**src/rtl/max7219_frame_sequencer_pkg.sv**
```systemverilog
// Shared MAX7219 register addresses, word packing and sequencer state encoding.
package max7219_frame_sequencer_pkg;

    localparam logic [3:0] REG_DIGIT0    = 4'h1;
    localparam logic [3:0] REG_DECODE    = 4'h9;
    localparam logic [3:0] REG_INTENSITY = 4'hA;
    localparam logic [3:0] REG_SCANLIM   = 4'hB;
    localparam logic [3:0] REG_SHUTDOWN  = 4'hC;
    localparam logic [3:0] REG_TEST      = 4'hF;

    localparam logic [2:0] INIT_LAST = 3'd4;
    localparam logic [2:0] ROW_LAST  = 3'd7;

    typedef enum logic [2:0] {
        StIdle,
        StInit,
        StRow,
        StGap,
        StInty
    } seq_state_e;

    function automatic logic [15:0] mk_word(input logic [3:0] addr, input logic [7:0] data);
        return {4'h0, addr, data};
    endfunction

endpackage

```
**src/rtl/max7219_fb.sv**
```systemverilog
// Framebuffer: 8 rows x N_DEV bytes, one write port, one whole-row read port.
module max7219_fb #(
    parameter int unsigned N_DEV = 4
) (
    input  logic                         clk_in,
    input  logic                         rst_n,
    input  logic                         we,
    input  logic [$clog2(8*N_DEV)-1:0]   waddr,
    input  logic [7:0]                   wdata,
    input  logic [2:0]                   rd_row,
    output logic [8*N_DEV-1:0]           rd_data
);

    localparam int unsigned AW = $clog2(8*N_DEV);

    logic [7:0] mem_q [8*N_DEV];

    always_ff @(posedge clk_in or negedge rst_n) begin
        if (!rst_n) begin
            for (int i = 0; i < 8*N_DEV; i++) begin
                mem_q[i] <= 8'h00;
            end
        end else if (we) begin
            mem_q[waddr] <= wdata;
        end
    end

    // Address is {row, dev}, so a row occupies N_DEV consecutive entries.
    always_comb begin
        rd_data = '0;
        for (int d = 0; d < N_DEV; d++) begin
            rd_data[8*d +: 8] = mem_q[AW'(int'(rd_row) * N_DEV + d)];
        end
    end

endmodule

```
**src/rtl/max7219_frame_sequencer.sv**
```systemverilog
// Drives a MAX7219 daisy chain: init register set, then continuous row refresh from a
// framebuffer, with on-the-fly intensity updates, over a valid/ready frame interface.
module max7219_frame_sequencer
    import max7219_frame_sequencer_pkg::*;
#(
    parameter int unsigned N_DEV       = 4,
    parameter logic [3:0]  INTENSITY   = 4'h3,
    parameter logic [2:0]  SCAN_LIMIT  = 3'd7,
    parameter int unsigned REFRESH_GAP = 1024
) (
    input  logic                        clk_in,
    input  logic                        rst_n,
    input  logic                        enable,
    input  logic                        fb_we,
    input  logic [$clog2(8*N_DEV)-1:0]  fb_addr,
    input  logic [7:0]                  fb_wdata,
    input  logic                        int_we,
    input  logic [3:0]                  int_val,
    output logic [16*N_DEV-1:0]         frm_data,
    output logic                        frm_valid,
    input  logic                        frm_ready,
    output logic                        init_done,
    output logic                        busy
);

    localparam int unsigned GW = (REFRESH_GAP > 0) ? $clog2(REFRESH_GAP + 1) : 1;
    localparam logic [GW-1:0] GAP_LOAD = GW'((REFRESH_GAP > 0) ? REFRESH_GAP - 1 : 0);

    seq_state_e          state_q, state_d, res_state_q, res_state_d, nxt_state;
    logic [2:0]          idx_q, idx_d, res_idx_q, res_idx_d, nxt_idx;
    logic [GW-1:0]       gap_q, gap_d;
    logic [3:0]          int_q, int_d;
    logic                pend_q, pend_d;
    logic                en_q, restart_q, restart_d;
    logic                init_done_q, init_done_d;
    logic                frm_valid_q, frm_valid_d;
    logic [16*N_DEV-1:0] frm_data_q, frm_data_d, frame_w;
    logic [8*N_DEV-1:0]  row_bytes;
    logic [15:0]         init_word;
    logic                accepted, load;

    max7219_fb #(
        .N_DEV(N_DEV)
    ) u_fb (
        .clk_in (clk_in),
        .rst_n  (rst_n),
        .we     (fb_we),
        .waddr  (fb_addr),
        .wdata  (fb_wdata),
        .rd_row (idx_d),
        .rd_data(row_bytes)
    );

    assign accepted = frm_valid_q & frm_ready;

    always_comb begin
        state_d     = state_q;
        idx_d       = idx_q;
        res_state_d = res_state_q;
        res_idx_d   = res_idx_q;
        nxt_state   = state_q;
        nxt_idx     = idx_q;
        gap_d       = gap_q;
        init_done_d = init_done_q;
        load        = 1'b0;
        int_d       = int_we ? int_val : int_q;
        pend_d      = pend_q | int_we;
        restart_d   = restart_q | (enable & ~en_q);

        unique case (state_q)
            StIdle: begin
                restart_d = 1'b0;
                if (enable) begin
                    state_d = StInit;
                    idx_d   = '0;
                    load    = 1'b1;
                end
            end
            StGap: begin
                if (!enable) begin
                    state_d     = StIdle;
                    init_done_d = 1'b0;
                    restart_d   = 1'b0;
                end else if (restart_q) begin
                    state_d     = StInit;
                    idx_d       = '0;
                    load        = 1'b1;
                    init_done_d = 1'b0;
                    restart_d   = 1'b0;
                end else if (gap_q == '0) begin
                    state_d = StRow;
                    idx_d   = '0;
                    load    = 1'b1;
                end else begin
                    gap_d = gap_q - GW'(1);
                end
            end
            default: begin
                if (accepted) begin
                    case (state_q)
                        StInit: begin
                            if (idx_q == INIT_LAST) begin
                                nxt_state = StRow;
                                nxt_idx   = '0;
                            end else begin
                                nxt_idx = idx_q + 3'd1;
                            end
                        end
                        StRow: begin
                            if (idx_q != ROW_LAST) begin
                                nxt_idx = idx_q + 3'd1;
                            end else if (REFRESH_GAP == 0) begin
                                nxt_idx = '0;
                            end else begin
                                nxt_state = StGap;
                                nxt_idx   = '0;
                            end
                        end
                        default: begin
                            nxt_state = res_state_q;
                            nxt_idx   = res_idx_q;
                        end
                    endcase

                    if (!enable) begin
                        state_d     = StIdle;
                        init_done_d = 1'b0;
                        restart_d   = 1'b0;
                    end else if (restart_q) begin
                        state_d     = StInit;
                        idx_d       = '0;
                        load        = 1'b1;
                        init_done_d = 1'b0;
                        restart_d   = 1'b0;
                    end else begin
                        if (state_q == StInit && idx_q == INIT_LAST) begin
                            init_done_d = 1'b1;
                        end
                        // Intensity updates slot in between frames but never split the init set.
                        if (state_q != StInit && pend_q) begin
                            state_d     = StInty;
                            idx_d       = '0;
                            res_state_d = nxt_state;
                            res_idx_d   = nxt_idx;
                        end else begin
                            state_d = nxt_state;
                            idx_d   = nxt_idx;
                        end
                        load = (state_d != StGap);
                        if (state_d == StGap) begin
                            gap_d = GAP_LOAD;
                        end
                    end
                end
            end
        endcase

        // Either frame carrying the intensity satisfies any request pending so far.
        if (load && (state_d == StInty || (state_d == StInit && idx_d == 3'd1))) begin
            pend_d = int_we;
        end

        frm_valid_d = load | (frm_valid_q & ~accepted);
    end

    always_comb begin
        case (idx_d)
            3'd0:    init_word = mk_word(REG_DECODE, 8'h00);
            3'd1:    init_word = mk_word(REG_INTENSITY, {4'h0, int_q});
            3'd2:    init_word = mk_word(REG_SCANLIM, {5'h00, SCAN_LIMIT});
            3'd3:    init_word = mk_word(REG_SHUTDOWN, 8'h01);
            default: init_word = mk_word(REG_TEST, 8'h00);
        endcase

        frame_w = '0;
        unique case (state_d)
            StInit: frame_w = {N_DEV{init_word}};
            StInty: frame_w = {N_DEV{mk_word(REG_INTENSITY, {4'h0, int_q})}};
            StRow: begin
                for (int d = 0; d < N_DEV; d++) begin
                    frame_w[16*d +: 16] = mk_word(REG_DIGIT0 + {1'b0, idx_d}, row_bytes[8*d +: 8]);
                end
            end
            default: frame_w = '0;
        endcase

        frm_data_d = load ? frame_w : frm_data_q;
    end

    always_ff @(posedge clk_in or negedge rst_n) begin
        if (!rst_n) begin
            state_q     <= StIdle;
            idx_q       <= '0;
            res_state_q <= StIdle;
            res_idx_q   <= '0;
            gap_q       <= '0;
            int_q       <= INTENSITY;
            pend_q      <= 1'b0;
            en_q        <= 1'b0;
            restart_q   <= 1'b0;
            init_done_q <= 1'b0;
            frm_valid_q <= 1'b0;
            frm_data_q  <= '0;
        end else begin
            state_q     <= state_d;
            idx_q       <= idx_d;
            res_state_q <= res_state_d;
            res_idx_q   <= res_idx_d;
            gap_q       <= gap_d;
            int_q       <= int_d;
            pend_q      <= pend_d;
            en_q        <= enable;
            restart_q   <= restart_d;
            init_done_q <= init_done_d;
            frm_valid_q <= frm_valid_d;
            frm_data_q  <= frm_data_d;
        end
    end

    assign frm_data  = frm_data_q;
    assign frm_valid = frm_valid_q;
    assign init_done = init_done_q;
    assign busy      = (state_q != StIdle);

endmodule

```
**config.mk**
```make
export PLATFORM = sky130hd
export DESIGN_NAME = max7219_frame_sequencer
export DESIGN_NICKNAME = d
export VERILOG_FILES = /design/src/rtl/max7219_frame_sequencer_pkg.sv /design/src/rtl/max7219_fb.sv /design/src/rtl/max7219_frame_sequencer.sv
export SDC_FILE = /design/constraint.sdc
export NUM_CORES = 1
export LEC_CHECK = 0
export CAP_MARGIN = 15
export CORE_AREA = 8 8 179 164
export DETAILED_ROUTE_END_ITERATION = 8
export DIE_AREA = 0 0 187 172
export GPL_TIMING_DRIVEN = 0
export PLACE_DENSITY = 0.8
export SYNTH_ARGS = -nofsm -noshare
export SYNTH_HDL_FRONTEND = slang
export SYNTH_SLANG_ARGS = --single-unit
```
**constraint.sdc**
```tcl
create_clock -name clk_in -period 4.5 [get_ports clk_in]
set_input_delay 0.675 -clock clk_in [delete_from_list [all_inputs] [get_ports clk_in]]
set_output_delay 0.675 -clock clk_in [all_outputs]
set_load 0.03 [all_outputs]
```
==> run_results.csv <==
group,metric,value,unit
run_status,status,"completed",
sta,period_needed,4.24,ns
sta,fin_crit_sh,94.1,%
yosys,yosysUniqueCellTypes,68,
sta,skew,0.0227,ns
route,vias_per_cell,6.45,
placed_design,placed_cell_area,0.0168,mm^2
die,fp.dieW,187,um
clock_network,cts_tree,"built",
yosys,syn_inst,1347,
sta,finalSetupViolCount,0,
grt,grt_max_degree,119,
yosys,yosys.area_share.simple,11.4,%
flow_run,cap_viol_max_count,0,
die,die_h,172,um
placed_design,gp_congestion,0.931,
die,core,0.0265,mm^2
clock_network,cts.sinks,324,
route,wl_per_cell,24.7,um
clock_network,cts_hold_buf,0,
layout,design_area,0.0180,mm^2
clock_network,clk_latency,0.54,ns
sta,fmax,236,MHz
setup_path,endpoint_kind,"register",
die,fp.dieArea,0.0322,mm^2
layout,areaGrowthSynthToFinish,15.7,%
sta,tightest_slew,1.13,ns
sta,fin_hold_ws,0.238,ns
placed_design,portBuffers,69,
sta,hold_viol,0,
route,dr.pass1.iters,6,
grt,grt.overflow.total,0,
setup_path,critPathRequiredTime,4.92,ns
yosys,synthMuxAreaShare,19.9,%
die,num_io_pins,90,
yosys,yosysWarnings,0,
yosys,synth-compound-area-share,11.0,%
die,num_rows,57,
layout,final_nets,1499,
grt,grt_pass1_wl,71.2,mm
layout,most-common-layout-cells,"dfrtp_1, mux2_2, nand2_1, clkbuf_1, clkdlybuf4s50_1",
placed_design,hpwl,31.5,mm
yosys,synth_edf_count,0,
route,drtAntennaViolNets,0,
yosys,synth_top_family_by_area,"multiplexers",
yosys,synth_xor_area_share,0.507,%
yosys,synthArstFlopShare,100,%
layout,fin_util,68.0,%
power_and_ir_drop,total_power,8.84,mW
yosys,yosysSeqAreaShare,52.1,%
clock_network,cts-root-buf,"clkbuf_16",
sta,tns,0,ns
setup_path,start_kind,"register",
layout,diodes,0,
sta,drv_slew,0,
worst_hold_path,hold_class,"in2async",
die,start_util,58.8,%
power_and_ir_drop,leakagePower,8.03,nW
setup_path,arrival,4.65,ns
clock_network,clk_pin_slew_worst_paths,0.06,ns
sta,slew_headroom,24.4,%
yosys,avgSynthCellArea,11.5,um^2
yosys,synth-main-ff-cell,"dfrtp_1",
clock_network,cts_buffer_depth,3,
grt,track_usage,28.5,%
grt,antenna_found_initial,0,
grt,grt_pass1_vias,12318,
route,vias,11896,
layout,layout-drive-gt1-share,26.6,%
clock_network,htreeDepth,2,
layout,final_common_cell,"dfrtp_1",
power_and_ir_drop,power.density,491,mW/mm^2
setup_path,timing.critical_path.fanout_max,12,
route,drt_iter0_markers,1144,
yosys,ys_ff_latch,324,
route,totalWireLength,45.5,mm
clock_network,numCtsBuffers,34,
setup_path,crit_type,"reg2reg",
yosys,syn-cell-area,0.0156,mm^2
power_and_ir_drop,peakVddDrop,0.337,mV
yosys,synthAdderAreaFrac,0.724,%
route,drcViolationCount,0,
==> worst max-delay path: stages (launching register included) <==
cell,delay (ns)
dfrtp_1,0.46
inv_1,0.09
ha_1,0.18
nor4b_1,0.41
a311oi_2,0.22
o211ai_1,0.38
buf_2,0.32
nand2_2,0.19
buf_2,0.24
buf_2,0.28
ha_1,0.30
inv_1,0.15
nand2_1,0.07
a21oi_1,0.15
o211ai_1,0.25
o32a_1,0.43
==> sequential cells by signal (all words and copies together) (netlist names) <==
register and cells:
gap_q 11, res_idx_q 3, init_done 1, res_state_q 3, frm_valid 1, frm_data 36
u_fb.mem_q 256, pend_q 1, restart_q 1, idx_q 3, state_q 3, int_q 4
en_q 1
==> cells in the mapped netlist, drive strengths merged (2+ instances only) <==
cell	instances	area, um^2
dfstp	2	52.6
a31oi	19	119
a22o	2	17.5
or3b	2	20.0
nand4	16	100
o211a	2	20.0
mux2	275	3100
nor2	46	189
nor4b	2	17.5
xnor2	9	78.8
dfrtp	322	8060
o2bb2ai	3	26.3
a21oi	12	60.1
a221o	16	160
nand2	164	618
or3	4	25.0
o21ai	29	145
a311oi	26	228
clkbuf	80	300
nor3b	6	45.0
nand3	34	170
nand2b	4	25.0
ha	9	113
inv	18	70.1
nor4	5	37.5
nor3	7	35.0
a311o	12	120
or2	4	25.0
o211ai	17	128
buf	44	300
o32a	4	40.0
nand3b	4	30.0
o21a	2	15.0
a21o	2	15.0
and2	3	18.8
a22oi	2	15.0
a2111oi	3	45.1
and3	57	357
nor2b	8	50.1
a211oi	54	418
o2111ai	3	26.3
==> what timing repair did <==
item / CTS / global route
gates resized for setup: 3 / 8
gates cloned: 0 / 0
setup buffers: 0 / 0
setup endpoints to repair: 18 / 11
==> stage by stage <==
| step | instances | worst slack, ns |
|---|---|---|
| floorplan | 1362 | 1.01 |
| global route | 1845 | -0.0336 |
| global placement | 1785 | -10.94 |
| detailed placement | 1787 | -0.398 |
| CTS | 1845 | 0.118 |
| finish | 1845 | 0.265 |
==> final timing paths <==
| kind | slack [ns] | startpoint | cells after the start | endpoint |
|---|---|---|---|---|
| worst min register to register | 0.50 | u_fb.mem_q[97] | 1 | u_fb.mem_q[97] |
| worst max-delay path | 0.26 | gap_q[0] | 15 | frm_data[48] |
| min in group clk_in | 0.50 | u_fb.mem_q[97] | 1 | u_fb.mem_q[97] |
| worst min-delay path | 0.24 | rst_n | 1 | u_fb.mem_q[105] |
| max in group asynchronous | 2.81 | rst_n | 3 | frm_data[7] |
| worst max register to register | 0.26 | gap_q[0] | 15 | frm_data[48] |
==> report_power, final <==
| group | internal [mW] | switching (mW) |
|---|---|---|
| combinational | 0.950 | 1.12 |
| clock | 1.74 | 1.18 |
| sequential | 3.48 | 0.370 |
==> logic make-up (layout without fill, tap and decap cells) <==
kind of cell             after synthesis  in the layout
XOR/XNOR                               9              9
AND/OR/NAND/NOR                      367            367
adder cells (fa/ha/maj)                9              9
buffers and inverters                142            271
multiplexers                         275            275
AO/OA/AOI/OAI                        220            220
flip-flops                           324            324
other                                  1             16
==> layer usage <==
metal | track usage [%] | vias to the layer above | wire [um]
met2 | 45.6 | 577 | 21000
li1 | - | 5136 | -
met1 | 36.0 | 6015 | 18200
met3 | 7.04 | 168 | 3960
met5 | 0 | - | 0
met4 | 14.4 | 0 | 2330
==> layout make-up <==
class	instances	area, um^2
fill	1978	8460
inverter	18	70.1
timing repair buffer	71	751
tap	354	443
clock inverter	9	145
multi-input combinational	896	6860
buffer	122	598
clock buffer	51	1010
sequential	324	8110
No activity file was read; power rests on OpenSTA's default activity.
